## config.mk

```make
export PLATFORM = sky130hd
export DESIGN_NAME = jtgng_sdram_arb
export DESIGN_NICKNAME = d
export VERILOG_FILES = /design/src/rtl/jtgng_sdram_arb.sv
export SDC_FILE = /design/constraint.sdc
export NUM_CORES = 1
export LEC_CHECK = 0
export CORE_MARGIN = 3
export CORE_UTILIZATION = 35
export DETAILED_ROUTE_END_ITERATION = 12
export GPL_ROUTABILITY_DRIVEN = 0
export SLEW_MARGIN = 5
export SYNTH_ARGS = -nofsm -noshare
export SYNTH_HDL_FRONTEND = slang
export SYNTH_SLANG_ARGS = --single-unit
export TNS_END_PERCENT = 5
```

## constraint.sdc

```tcl
create_clock -name clk -period 5 [get_ports clk]
set_clock_uncertainty 0.15 [all_clocks]
set_input_delay 1.25 -clock clk [delete_from_list [all_inputs] [get_ports clk]]
set_output_delay 1.25 -clock clk [all_outputs]
set_load 0.005 [all_outputs]
```

## src/rtl/jtgng_sdram_arb.sv

```systemverilog
`default_nettype none
// ============================================================================
//  Module   : jtgng_sdram_arb
//  Brief    : Four-port SDRAM read arbiter with a one-word hit cache per
//             requester, round-robin grant, WAIT-state watchdog and
//             refresh window signalling.
//  Options  : JTGNG_ARB_CPUPRIO_EN - requester 0 wins whenever it asks;
//             round-robin among requesters 1..3 only.
//  Revision : 1.0 - initial release
// ============================================================================
module jtgng_sdram_arb #(
    parameter int AW   = 22,
    parameter int TOUT = 63
) (
    input  logic          clk,
    input  logic          rst,
    input  logic          downloading,

    input  logic          rq0_req,
    input  logic [AW-1:0] rq0_addr,
    output logic          rq0_ok,
    output logic [31:0]   rq0_data,

    input  logic          rq1_req,
    input  logic [AW-1:0] rq1_addr,
    output logic          rq1_ok,
    output logic [31:0]   rq1_data,

    input  logic          rq2_req,
    input  logic [AW-1:0] rq2_addr,
    output logic          rq2_ok,
    output logic [31:0]   rq2_data,

    input  logic          rq3_req,
    input  logic [AW-1:0] rq3_addr,
    output logic          rq3_ok,
    output logic [31:0]   rq3_data,

    output logic          sdram_req,
    output logic [AW-1:0] sdram_addr,
    input  logic          sdram_ack,
    input  logic          data_rdy,
    input  logic [31:0]   data_read,

    output logic          refresh_en,
    output logic          timeout_err
);

    // Watchdog limit squeezed into the 6-bit counter width
    localparam logic [5:0] C_TOUT = 6'(TOUT);

    typedef enum logic [1:0] {
        ST_IDLE = 2'd0,
        ST_REQ  = 2'd1,
        ST_WAIT = 2'd2,
        ST_DONE = 2'd3
    } state_t;

    state_t        state_q,      state_d;
    logic [1:0]    winner_q,     winner_d;
    logic [1:0]    last_q,       last_d;
    logic          sdram_req_q,  sdram_req_d;
    logic [AW-1:0] sdram_addr_q, sdram_addr_d;
    logic [5:0]    wd_q,         wd_d;
    logic          timeout_q,    timeout_d;
    logic [3:0]    ok_q,         ok_d;
    logic [3:0]    valid_q,      valid_d;
    logic [31:0]   data_q [4];
    logic [31:0]   data_d [4];
    logic [AW-1:0] tag_q  [4];
    logic [AW-1:0] tag_d  [4];

    logic [3:0]    w_req;
    logic [AW-1:0] w_addr [4];
    logic          w_pick_vld;
    logic [1:0]    w_pick;
    logic [1:0]    w_idx;
    logic          w_hit;
    logic [5:0]    w_wd_inc;

    assign w_req     = {rq3_req, rq2_req, rq1_req, rq0_req};
    assign w_addr[0] = rq0_addr;
    assign w_addr[1] = rq1_addr;
    assign w_addr[2] = rq2_addr;
    assign w_addr[3] = rq3_addr;

    // Winner selection: walk the requesters starting after the last grant
    always_comb begin
        w_pick_vld = 1'b0;
        w_pick     = 2'd0;
        w_idx      = 2'd0;
`ifdef JTGNG_ARB_CPUPRIO_EN
        if (w_req[0]) begin
            w_pick_vld = 1'b1;
            w_pick     = 2'd0;
        end else begin
            for (int i = 1; i <= 4; i++) begin
                w_idx = last_q + 2'(i);
                if (!w_pick_vld && (w_idx != 2'd0) && w_req[w_idx]) begin
                    w_pick_vld = 1'b1;
                    w_pick     = w_idx;
                end
            end
        end
`else
        for (int i = 1; i <= 4; i++) begin
            w_idx = last_q + 2'(i);
            if (!w_pick_vld && w_req[w_idx]) begin
                w_pick_vld = 1'b1;
                w_pick     = w_idx;
            end
        end
`endif
    end

    assign w_hit    = valid_q[w_pick] && (tag_q[w_pick] == w_addr[w_pick]);
    assign w_wd_inc = wd_q + 6'd1;

    // Next-state and datapath updates for the access sequencer
    always_comb begin
        state_d      = state_q;
        winner_d     = winner_q;
        last_d       = last_q;
        sdram_req_d  = sdram_req_q;
        sdram_addr_d = sdram_addr_q;
        wd_d         = 6'd0;
        timeout_d    = timeout_q;
        ok_d         = 4'd0;
        valid_d      = valid_q;
        data_d       = data_q;
        tag_d        = tag_q;

        case (state_q)
            ST_IDLE: begin
                if (!downloading && w_pick_vld) begin
                    winner_d = w_pick;
`ifdef JTGNG_ARB_CPUPRIO_EN
                    // CPU grants leave the rotation among 1..3 untouched
                    if (w_pick != 2'd0) begin
                        last_d = w_pick;
                    end
`else
                    last_d = w_pick;
`endif
                    if (w_hit) begin
                        state_d      = ST_DONE;
                        ok_d[w_pick] = 1'b1;
                    end else begin
                        state_d      = ST_REQ;
                        sdram_req_d  = 1'b1;
                        sdram_addr_d = w_addr[w_pick];
                    end
                end
            end
            ST_REQ: begin
                if (sdram_ack) begin
                    sdram_req_d = 1'b0;
                    state_d     = ST_WAIT;
                end
            end
            ST_WAIT: begin
                if (data_rdy) begin
                    data_d[winner_q]  = data_read;
                    tag_d[winner_q]   = sdram_addr_q;
                    valid_d[winner_q] = 1'b1;
                    ok_d[winner_q]    = 1'b1;
                    state_d           = ST_DONE;
                end else if (w_wd_inc == C_TOUT) begin
                    // Give up; the still-held request is re-arbitrated from IDLE
                    timeout_d         = 1'b1;
                    valid_d[winner_q] = 1'b0;
                    state_d           = ST_IDLE;
                end else begin
                    wd_d = w_wd_inc;
                end
            end
            ST_DONE: begin
                state_d = ST_IDLE;
            end
            default: begin
                state_d = ST_IDLE;
            end
        endcase

        // ROM contents are changing underneath the cache
        if (downloading) begin
            valid_d = 4'd0;
        end
    end

    // State and datapath registers
    always_ff @(posedge clk) begin
        if (rst) begin
            state_q      <= ST_IDLE;
            winner_q     <= 2'd0;
            last_q       <= 2'd3;
            sdram_req_q  <= 1'b0;
            sdram_addr_q <= '0;
            wd_q         <= 6'd0;
            timeout_q    <= 1'b0;
            ok_q         <= 4'd0;
            valid_q      <= 4'd0;
            for (int i = 0; i < 4; i++) begin
                data_q[i] <= 32'd0;
                tag_q[i]  <= '0;
            end
        end else begin
            state_q      <= state_d;
            winner_q     <= winner_d;
            last_q       <= last_d;
            sdram_req_q  <= sdram_req_d;
            sdram_addr_q <= sdram_addr_d;
            wd_q         <= wd_d;
            timeout_q    <= timeout_d;
            ok_q         <= ok_d;
            valid_q      <= valid_d;
            data_q       <= data_d;
            tag_q        <= tag_d;
        end
    end

    assign rq0_ok      = ok_q[0];
    assign rq1_ok      = ok_q[1];
    assign rq2_ok      = ok_q[2];
    assign rq3_ok      = ok_q[3];
    assign rq0_data    = data_q[0];
    assign rq1_data    = data_q[1];
    assign rq2_data    = data_q[2];
    assign rq3_data    = data_q[3];
    assign sdram_req   = sdram_req_q;
    assign sdram_addr  = sdram_addr_q;
    assign timeout_err = timeout_q;

    // Refresh window: idle with nobody asking, or idle while a download runs
    assign refresh_en  = !rst && (state_q == ST_IDLE) && (downloading || (w_req == 4'd0));

endmodule
`default_nettype wire
```

==> impl_metrics.toml, run 1 <==
[clocking]
htreeDepth = 1
clk_latency_ns = 0.54
cts_setup_buffers = 0
cts-root-buf = "clkbuf_16"
clk_pin_slew_worst_paths_ns = 0.06
cts-buffers-inserted = 28
cts_buffer_depth = 3
cts_tree = "yes"
clock-sinks = 260

[timing]
finalSetupTns_ns = 0
report.final.slew_viol_count = 0
max_freq_ghz = 0.212
hold_ws_ns = 0.302
post-route-period-util_pct = 94.4
tightestPinTransition_ns = 0.981
min_period_ns = 4.72
setup_viol = 0
rsz0062_at_grt = "no"
relSlewSlack_pct = 34.6
hold_violations = 0

[finish]
synthToLayoutAreaGrowth_pct = 35.9
final-instance-count-excl-fill = 2182
drive_gt1_share_pct = 7.30
layout.nets = 1849

[synthesis]
ys_async_sr_fraction_pct = 0
synth_area_um2 = 11800
synth_edf_count = 0
ys_seq_area_share_pct = 44.0
ys_types = 55
synth_area_leaders = "dfxtp_1, nand2_1, a21oi_1, a41o_1, mux2i_1"
netlist_top_cells_count = "nand2_1, dfxtp_1, a21oi_1"
yosys_warnings = 0
syn_area_per_cell_um2 = 7.88
synth.most_common_cell = "nand2_1"
synthCells = 1499
synth_top_cell_by_area = "dfxtp_1"
synth_top_area_share_pct = 44.0
synth_seq_cells = 260
synth_ff_type = "dfxtp_1"
synth_nets = 1630

[worst_setup_path]
slowest_stage = "clkdlybuf4s50_1"
cp_common_cell = "clkdlybuf4s50_1"
worst-r2r-cell-count = 12
worst-path-buf-inv = 2
worst-path-stages = 5
critPathLaunch = "rq3_req"
slowest_delay_ns = 0.62
endpoint_kind = "primary output"
critical_path_arrival_ns = 3.32
r2r-start = "last_q[0]$_SDFFE_PP1P_"
critPathRequiredTime_ns = 3.60
path_max_fanout = 4
r2r_slack_ns = 1.53
critPathTopFamily = "buffers and inverters"
start_kind = "input port"
worstPathCellList = "clkdlybuf4s50_1 > nor2_1 > a21oi_1 > nor4_2 > clkdlybuf4s50_1"
crit_type = "input port to primary output"

[global_route]
antenna_found_initial = 2
overflow = 0
grt_pass1_wl_mm = 63.2
grtUsageTotal_pct = 21.7
grt_pass1_vias = 10915
grt_max_degree = 193

[drt]
drcViolationCount = 0
drtIter0Drc = 694
ant_nets = 0
routed_via_density = 5.13
wirelength_mm = 40.3
first_pass_iters = 5
wl_per_cell_um = 18.5
via_count = 11200

[place]
port_buffers = 285
dp_cells = 2130
hpwlAfterDp_mm = 26.2

[power_and_ir_drop]
finalPower_mw = 5.16
peakVddDrop_uv = 239
power_density_nw_per_um2 = 321
p_leak_nw = 5.70

[min_path]
hold_class = "flop to flop"
min_path_cells = 2
min_from = "rq0_data[13]$_SDFFE_PP0P_"

[floorplanning]
core_um2 = 32900
ioPinCount = 286
dieArea_um2 = 36000
die_h_um = 190
die-width_um = 190
initial_core_util_pct = 35.9
fp-row-count = 66

[flow_run]
maxCapViolCount = 0

[outcome]
status = "complete, no violations"
per-layer routing:
layer / vias to the layer above / track usage, % / part of all wire (%)
met1: 5235 / 27.6 / 43
met4: 2 / 4.61 / 1.7
met2: 384 / 35.2 / 45
met5: - / 0.549 / 0.032
met3: 44 / 8.13 / 10
li1: 5535 / - / -
state kept, by name (all words and copies together) (netlist names), 2 cells and up, named ones only:
signal and flops:
tag_q 88, rq0_data 32, rq1_data 32, rq2_data 32
rq3_data 32, sdram_addr 22, wd_q 6, ok_q 4
last_q 2, state_q 2, winner_q 2
power by group:
part           internal, mW  switching, mW
Clock                  1.32          0.846
Sequential             2.11         0.0619
Combinational         0.396          0.431
Total                  3.82           1.34
layout make-up:
class / instances / area (um^2)
Fill cell: 3174 / 16900
Multi-Input combinational cell: 1029 / 5770
Sequential cell: 260 / 5200
Timing Repair Buffer: 318 / 3250
Clock buffer: 43 / 888
Tap cell: 442 / 553
Inverter: 81 / 304
Clock inverter: 8 / 92.6
Antenna cell: 1 / 2.50
per-stage QoR:
| stage | instance area, um^2 | setup WS, ns | utilization [%] |
|---|---|---|---|
| 2_1_floorplan | 11800 | 1.16 | - |
| 3_3_place_gp | 15100 | 0.231 | 45.8 |
| 3_5_place_dp | 15100 | 0.142 | 45.8 |
| 4_1_cts | 16100 | 0.121 | 48.7 |
| 5_1_grt | 16100 | 0.140 | 48.8 |
| 6_report | 16100 | 0.281 | 48.8 |
kinds of logic after synthesis:
logic type               Yosys count  synth area share (%)
AO/OA/AOI/OAI                    411                  22.8
flip-flops                       260                  44.0
AND/OR/NAND/NOR                  536                  18.8
XOR/XNOR                          28                  2.07
adder cells (fa/ha/maj)            2                 0.212
multiplexers                      52                  4.40
buffers and inverters            210                  7.66
worst min-delay path, cell delays in order, from the launching register on:
cell     delay (ns)
dfxtp_1        0.30
nand2_1        0.05
a21oi_1        0.05
worst paths after layout:
check                                to
max reg2reg  sdram_addr[2]$_SDFFE_PP0P_
max                          refresh_en
min           rq0_data[13]$_SDFFE_PP0P_
min reg2reg   rq0_data[13]$_SDFFE_PP0P_
what timing repair did:
item | in CTS | in global routing
hold buffers | 0 | 0
resized for setup | 0 | 1
setup endpoints to repair | 0 | 1
placed cells by master, fill, tap and decap left out, types with 6 or more instances in the layout:
cell type / Yosys / routed
buf_4: 2 / 21
clkdlybuf4s50_1: 0 / 284
nor2b_1: 7 / 7
a41o_2: 6 / 6
mux2i_1: 52 / 52
a21oi_1: 227 / 227
o22ai_1: 20 / 20
nor3_1: 7 / 6
inv_1: 81 / 81
nand2_1: 445 / 445
nand2b_1: 7 / 7
and2b_1: 10 / 10
clkbuf_16: 0 / 29
buf_12: 0 / 12
a41o_1: 58 / 58
xor2_1: 23 / 23
o22ai_2: 12 / 12
nor2_1: 31 / 28
clkbuf_8: 0 / 11
dfxtp_1: 260 / 260
a31oi_1: 63 / 63
(Power assumes the default switching activity.)
==> run 2: changes to the inputs <==
CAP_MARGIN = 20   (was unset)
==> results of run 2 <==
Final layout, timing and power as in run 1 (identical DEF).
